$ cat src/rtl/sar_search_8.sv
// Successive-approximation searcher: recovers an unknown target by probing an external comparator.
// Optional feature: define SAR_EARLY_EXIT_EN to finish the search as soon as a verdict reports equality.
module sar_search_8 #(
   parameter int WIDTH = 8,
   localparam int CW = $clog2(WIDTH + 1),
   localparam int IW = (WIDTH > 1) ? $clog2(WIDTH) : 1
) (
   input  logic             clk,
   input  logic             rst,
   input  logic             start,
   output logic             busy,
   output logic             guess_valid,
   output logic [WIDTH-1:0] guess,
   input  logic             cmp_valid,
   input  logic             cmp_gt,
   input  logic             cmp_eq,
   input  logic             cmp_lt,
   output logic             done,
   output logic             err,
   output logic [WIDTH-1:0] result,
   output logic [CW-1:0]    probe_count
);

   typedef enum logic [1:0] {
      S_IDLE,
      S_PROBE,
      S_DONE
   } state_t;

   state_t           state_q;
   logic [WIDTH-1:0] acc_q;
   logic [IW-1:0]    idx_q;

   logic [WIDTH-1:0] bit_mask_d;
   logic [WIDTH-1:0] next_mask_d;
   logic [WIDTH-1:0] acc_d;
   logic             one_hot_d;

   always_comb begin
      bit_mask_d  = WIDTH'(1) << idx_q;
      next_mask_d = bit_mask_d >> 1;
      one_hot_d   = $onehot({cmp_gt, cmp_eq, cmp_lt});
      // Without early exit, equality keeps the probed bit just like "greater".
      acc_d       = cmp_lt ? acc_q : (acc_q | bit_mask_d);
   end

   always_ff @(posedge clk) begin
      if (rst) begin
         state_q     <= S_IDLE;
         acc_q       <= '0;
         idx_q       <= '0;
         busy        <= 1'b0;
         guess_valid <= 1'b0;
         guess       <= '0;
         done        <= 1'b0;
         err         <= 1'b0;
         result      <= '0;
         probe_count <= '0;
      end else begin
         done <= 1'b0;
         case (state_q)
            S_IDLE: begin
               if (start) begin
                  acc_q       <= '0;
                  idx_q       <= IW'(WIDTH - 1);
                  probe_count <= '0;
                  err         <= 1'b0;
                  guess       <= WIDTH'(1) << (WIDTH - 1);
                  guess_valid <= 1'b1;
                  busy        <= 1'b1;
                  state_q     <= S_PROBE;
               end
            end
            S_PROBE: begin
               if (cmp_valid) begin
                  probe_count <= probe_count + CW'(1);
                  if (!one_hot_d) begin
                     result      <= '0;
                     err         <= 1'b1;
                     guess_valid <= 1'b0;
                     done        <= 1'b1;
                     state_q     <= S_DONE;
                  end
`ifdef SAR_EARLY_EXIT_EN
                  else if (cmp_eq) begin
                     result      <= guess;
                     guess_valid <= 1'b0;
                     done        <= 1'b1;
                     state_q     <= S_DONE;
                  end
`endif
                  else if (idx_q == '0) begin
                     result      <= acc_d;
                     acc_q       <= acc_d;
                     guess_valid <= 1'b0;
                     done        <= 1'b1;
                     state_q     <= S_DONE;
                  end else begin
                     acc_q <= acc_d;
                     idx_q <= idx_q - IW'(1);
                     guess <= acc_d | next_mask_d;
                  end
               end
            end
            S_DONE: begin
               busy    <= 1'b0;
               state_q <= S_IDLE;
            end
            default: state_q <= S_IDLE;
         endcase
      end
   end

endmodule
$ cat config.mk
export PLATFORM = sky130hd
export DESIGN_NAME = sar_search_8
export DESIGN_NICKNAME = d
export VERILOG_FILES = /design/src/rtl/sar_search_8.sv
export SDC_FILE = /design/constraint.sdc
export NUM_CORES = 1
export LEC_CHECK = 0
export BUFFER_PORTS_ARGS = -buffer_cell sky130_fd_sc_hd__buf_2
export CORE_ASPECT_RATIO = 1.1
export CORE_MARGIN = 2
export CORE_UTILIZATION = 50
export CTS_CLUSTER_SIZE = 40
export DETAILED_ROUTE_END_ITERATION = 7
export HOLD_SLACK_MARGIN = 0.02
export PLACE_DENSITY = 0.75
export SLEW_MARGIN = 5
export SYNTH_ARGS = -nofsm -noshare
export SYNTH_HDL_FRONTEND = slang
export SYNTH_SLANG_ARGS = --single-unit
$ cat constraint.sdc
create_clock -name clk -period 1.62 [get_ports clk]
set_input_delay 0.081 -clock clk [delete_from_list [all_inputs] [get_ports clk]]
set_output_delay 0.081 -clock clk [all_outputs]
set_load 0.01 [all_outputs]
==> qor.yml, run 1 <==
critical_path:
  startpoint_type: "flip-flop"
  ff2ff_path_depth: 5
  rr_endpoint: "acc_q[4]"
  path_cells: "buf_4 > nand4b_1 > nand4b_1 > nor3b_2 > a22o_1"
  path_buf_inv: 1
  critPathMaxFanout: 7
  path_class: "reg2reg"
  reg2reg_slack_ns: -0.06
  cp-end-kind: "flip-flop"
  cp.required_ns: 1.91
  reg2reg_from: "state_q[0]"
  cp_slowest_cell: "dfxtp_2"
  critPathTopFamily: "simple AND/OR/NAND/NOR gates"
  crit_top_cell: "nand4b_1"
  cpPeakStageDelay_ns: 0.43
  arrival_ns: 1.97
sta:
  rsz0062_at_grt: "true"
  hold_viol_final: 0
  finalCritPeriodShare_pct: 104
  worst_slack_ns: -0.0643
  setup_tns_ns: -0.0953
  final.setup_skew_ns: 0.0133
  worst_pin_slew_ns: 0.391
  maxSlewViolCount: 0
  timing.fmax_mhz: 594
  min_period_ns: 1.68
  setup_viol: 2
  slew_headroom_pct: 73.9
min_path:
  whs_endpoint: "state_q[0]"
  hold_depth: 2
  hold_path_class: "in2reg"
  hp-start: "cmp_valid"
placed_design:
  portBuffers: 30
  hpwl_mm: 3.24
  postPlaceCellArea_sq_um: 2230
  routabilityCongestion: 0.927
cells_and_area:
  antenna_cells: 0
  layout-drive-gt1-share_pct: 38.3
  final_nets: 278
  fillers: 287
  stdcell_area_sq_um: 2460
  final_core_util_pct: 72.0
  area_growth_pct: 35.1
  final_cell_mix: "dfxtp_1, buf_4, buf_2"
global_route:
  grt_overflow: 0
  grt_pass1_wl_mm: 7.46
  grtUsageTotal_pct: 24.3
  grt_pass1_vias: 1559
  grt_max_degree: 20
  grt_antenna_before_repair: 0
routing:
  via_per_inst: 5.54
  drt_iter0_markers: 79
  drc_errors: 0
  num_vias: 1729
  ant_nets: 0
  wl_per_cell_um: 15.7
  drt_pass1_iterations: 4
  wl_mm: 4.89
clock_tree:
  cts_tree: "done"
  clock_sinks: 37
  cts_buffers: 5
  insertion_delay_ns: 0.35
  ctsHoldBuffers: 0
  htree_levels: 2
  clockBufferDepth: 2
  path_clk_slew_ns: 0.11
  root_buffer: "clkbuf_4"
synthesis:
  synth-edff-count: 0
  netlist_area_sq_um: 1820
  syn_inst: 205
  syn_nets: 219
  yosysUniqueCellTypes: 46
  synth_warnings: 0
  ys_seq_elements: 37
  synthFlopType: "dfxtp_1"
  synth_area_per_cell_sq_um: 8.87
  yosysSeqAreaShare_pct: 40.7
  ys_async_sr_fraction_pct: 0
floorplanning:
  coreArea_sq_um: 3410
  die-area_sq_um: 4130
  start_util_pct: 53.3
  die_w_um: 61.5
  num_rows: 22
  num_io_pins: 31
  dieHeight_um: 67.2
power_and_ir_drop:
  power_density_nw_per_um2: 828
  power.internal_mw: 1.40
  power_frac_clock_pct: 24.6
  netSwitchingFraction_pct: 31.1
  p_switching_mw: 0.633
  peakVddDrop_v: 0.000630
  leakage_nw: 0.987
  p_seq_share_pct: 47.9
  p_comb_share_pct: 27.6
run:
  maxCapViolations: 0
outcome:
  outcome: "finished, violations left"
  violations: "setup timing"
cells in the mapped netlist (all sizes together) (2+ instances only):
master	count	share of area, %
nand2b	7	2.4
ha	6	4.1
dfxtp	37	41
nand3b	5	2.3
a21oi	27	7.4
nor3	5	2.0
mux2i	3	1.7
clkbuf	4	0.83
nand4b	2	0.96
or3b	4	2.1
nor2	18	4.1
o21a	2	0.83
xnor2	2	0.96
a2111oi	8	4.5
buf	8	2.7
o32ai	2	0.96
inv	16	3.3
nor2b	3	1.0
a22o	4	1.9
a21boi	2	0.83
nand2	5	1.0
nor3b	2	0.83
nand3	2	0.55
o21ai	16	4.4
flip-flops by register name, indices dropped and copies added, names as in the netlist:
| signal | count |
|---|---|
| done | 1 |
| guess_valid | 1 |
| probe_count | 4 |
| err | 1 |
| busy | 1 |
| result | 8 |
| acc_q | 8 |
| state_q | 2 |
| idx_q | 3 |
| guess | 8 |
worst reg2reg max path, stage by stage (launching register included):
cell and delay [ns]:
dfxtp_2 0.43, buf_4 0.18, nand4b_1 0.12, nand4b_1 0.36
nor3b_2 0.35, a22o_1 0.18
logic make-up after synthesis:
group                      share of synthesized area, %
DFF                                                40.7
AOI/OAI and AO/OA                                  25.3
muxes                                              2.27
and+or+nand+nor                                    18.7
xor gates and xnor gates                          0.964
buffers and inverters                              6.81
adders and majority gates                          5.23
power by group through the flow:
stage,Clock (mW),Combinational (mW),Sequential [mW]
after floorplan,0,0.256,0.983
after global placement,0,0.447,0.984
after detailed placement,0,0.455,0.985
after CTS,0.505,0.492,0.968
after global routing,0.545,0.604,0.978
final,0.499,0.561,0.973
repair_timing:
item | CTS | global route
setup endpoints to repair | 20 | 28
setup buffers | 0 | 1
gates resized for setup | 20 | 19
pin swaps | 1 | 8
area by class of cell:
| type | instances | area [sq um] | share of cell area, % |
|---|---|---|---|
| Tap cell | 48 | 60.1 | 2.45 |
| Clock buffer | 7 | 55.1 | 2.24 |
| Timing Repair Buffer | 64 | 418 | 17.0 |
| Inverter | 16 | 62.6 | 2.55 |
| Multi-Input combinational cell | 140 | 1110 | 45.4 |
| Sequential cell | 37 | 746 | 30.4 |
stage by stage:
stage	hold WS, ns	instances	worst slack [ns]	total power [mW]
after floorplan	0.199	205	0.00927	1.24
after global placement	0.392	305	-0.279	1.43
after detailed placement	0.403	305	-0.201	1.44
after CTS	0.0298	311	0.00236	1.97
after global routing	0.0489	312	-0.0998	2.13
final	0.0440	312	-0.0643	2.03
how the worst max path moves through the flow:
stage               startpoint         to  depth (start not counted)
floorplan             idx_q[0]   idx_q[2]                          6
global placement      idx_q[0]  result[2]                          7
detailed placement    idx_q[0]  result[2]                          7
CTS                   idx_q[0]  result[6]                          8
global route        state_q[0]   acc_q[4]                          5
finish              state_q[0]   acc_q[4]                          5
routing by layer:
| metal | vias to the layer above | global-route usage (%) | part of all wire (%) |
|---|---|---|---|
| met5 | - | 0 | 0 |
| met4 | 0 | 10.4 | 2.0 |
| met3 | 9 | 5.56 | 3.8 |
| met2 | 48 | 35.9 | 49 |
| met1 | 822 | 33.7 | 45 |
| li1 | 850 | - | - |
No activity file was read; power rests on OpenSTA's default activity.
==> run 2: changes to the inputs <==
- BUFFER_PORTS_ARGS: -buffer_cell sky130_fd_sc_hd__buf_2 -> -buffer_cell sky130_fd_sc_hd__buf_4
- CORE_UTILIZATION: 50 -> 52
- CTS_BUF_LIST: default -> sky130_fd_sc_hd__clkbuf_2
- PLACE_DENSITY: 0.75 -> 0.78
==> qor.yml, run 2 (same netlist as run 1, synthesis figures left out) <==
sta:
  worst_slack_ns: 0.0279
  hold_viol_final: 0
  worst_pin_slew_ns: 0.422
  setup_viol: 0
  rsz0062_at_grt: "true"
  slew_headroom_pct: 71.8
  min_period_ns: 1.59
  finalCritPeriodShare_pct: 98.3
  timing.fmax_mhz: 628
  maxSlewViolCount: 0
  final.setup_skew_ns: 0.0325
critical_path:
  rr_endpoint: "acc_q[3]"
  cp.required_ns: 1.93
  cp_slowest_cell: "dfxtp_4"
  arrival_ns: 1.90
  startpoint_type: "flip-flop"
  cpPeakStageDelay_ns: 0.45
  path_class: "reg2reg"
  ff2ff_path_depth: 6
  path_cells: "ha_4 > or3b_4 > buf_4 > a21oi_1 > mux2i_1 > nor2_1"
  cp-end-kind: "flip-flop"
  critPathMaxFanout: 5
  reg2reg_from: "idx_q[0]"
  reg2reg_slack_ns: 0.03
power_and_ir_drop:
  p_seq_share_pct: 47.5
  p_switching_mw: 0.632
  power_frac_clock_pct: 27.4
  power.internal_mw: 1.45
  p_comb_share_pct: 25.1
  peakVddDrop_v: 0.000570
  leakage_nw: 0.957
  netSwitchingFraction_pct: 30.4
  power_density_nw_per_um2: 836
cells_and_area:
  final_common_cell: "buf_4"
  register_area_sq_um: 751
  antenna_cells: 0
  final_cell_mix: "buf_4, dfxtp_1, a21oi_1"
  area_growth_pct: 37.0
  multi_input_area_sq_um: 1110
  final_core_util_pct: 74.8
  fillers: 247
  layout-drive-gt1-share_pct: 35.9
  final_nets: 272
  reg_top3: "acc_q (8), guess (8), result (8)"
floorplanning:
  dieHeight_um: 66.0
  die-area_sq_um: 3990
  start_util_pct: 54.6
  num_rows: 22
  num_io_pins: 31
  die_w_um: 60.4
  coreArea_sq_um: 3330
global_route:
  grt_pass1_vias: 1601
  grt_overflow: 0
  grtUsageTotal_pct: 23.8
  grt_pass1_wl_mm: 7.19
  grt_max_degree: 33
  grt_antenna_before_repair: 0
min_path:
  hold_path_class: "in2reg"
  hold_depth: 2
  hp-start: "rst"
  whs_endpoint: "result[0]"
clock_tree:
  cts_tree: "done"
  root_buffer: "clkbuf_2"
  clock_sinks: 37
  clockBufferDepth: 2
  htree_levels: 2
  path_clk_slew_ns: 0.19
  insertion_delay_ns: 0.39
  cts_buffers: 5
routing:
  ant_nets: 0
  drt_pass1_iterations: 4
  drt_iter0_markers: 72
  drc_errors: 0
  wl_mm: 4.45
  via_per_inst: 5.52
  num_vias: 1696
  wl_per_cell_um: 14.5
placed_design:
  portBuffers: 30
  routabilityCongestion: 0.929
  hpwl_mm: 2.95
  dp_worst_setup_slack_ns: -0.152
run:
  maxCapViolations: 0
outcome:
  outcome: "complete, no violations"
-- run 2: routing by layer --
| metal | vias to the layer above | track usage, % | wire length [um] |
|---|---|---|---|
| li1 | 840 | - | - |
| met5 | - | 0 | 0 |
| met2 | 58 | 37.0 | 2190 |
| met3 | 10 | 4.31 | 211 |
| met4 | 0 | 12.2 | 108 |
| met1 | 788 | 31.2 | 1940 |
-- run 2: through the flow --
step / cell area [sq um] / TNS [ns] / total power, mW / std cells / hold slack [ns]
finish: 2490 / 0 / 2.08 / 307 / 0.0557
global route: 2490 / -0.185 / 2.18 / 307 / 0.0525
CTS: 2370 / 0 / 2.02 / 306 / 0.0421
detailed placement: 2230 / -1.40 / 1.42 / 297 / 0.351
global placement: 2230 / -0.860 / 1.42 / 297 / 0.344
floorplan: 1820 / 0 / 1.24 / 205 / 0.199
-- run 2: cell type report --
type                       instances  share of cell area (%)
inverter                          16                    2.61
multi-input combinational        140                    44.6
sequential                        37                    30.1
tap                               48                    2.41
timing repair buffer              58                    17.7
clock buffer                       6                    1.21
clock inverter                     2                    1.36
-- run 2: how the worst max path moves through the flow --
| stage | from | end | slack [ns] | cells past startpoint |
|---|---|---|---|---|
| after floorplan | idx_q[0] | idx_q[2] | 0.009 | 6 |
| after global placement | idx_q[0] | result[2] | -0.10 | 6 |
| after detailed placement | idx_q[0] | result[2] | -0.15 | 6 |
| after CTS | state_q[0] | idx_q[0] | 0.0006 | 4 |
| after global routing | state_q[0] | acc_q[5] | -0.05 | 4 |
| final | idx_q[0] | acc_q[3] | 0.03 | 6 |
-- run 2: power groups by stage --
stage	Combinational [mW]	Clock, mW	Sequential, mW
global route	0.566	0.614	0.996
finish	0.522	0.572	0.989
detailed placement	0.429	0	0.993
CTS	0.464	0.578	0.978
global placement	0.423	0	0.992
floorplan	0.256	0	0.983
-- run 2: worst max-delay path, delay by kind of cell (launching register included) --
family,cells,cell delay (ns)
DFF,1,0.45
AOI/OAI and AO/OA,1,0.16
muxes,1,0.10
and+or+nand+nor,2,0.49
adders and majority gates,1,0.16
buffers and inverters,1,0.16
-- run 2: timing repair --
action,4_1_cts,5_1_grt
gates resized for setup,18,22
gates cloned,0,0
hold endpoints to repair,2,0
buffers inserted,0,1
setup endpoints to repair,21,28
pin swaps,1,9
hold buffers,1,0
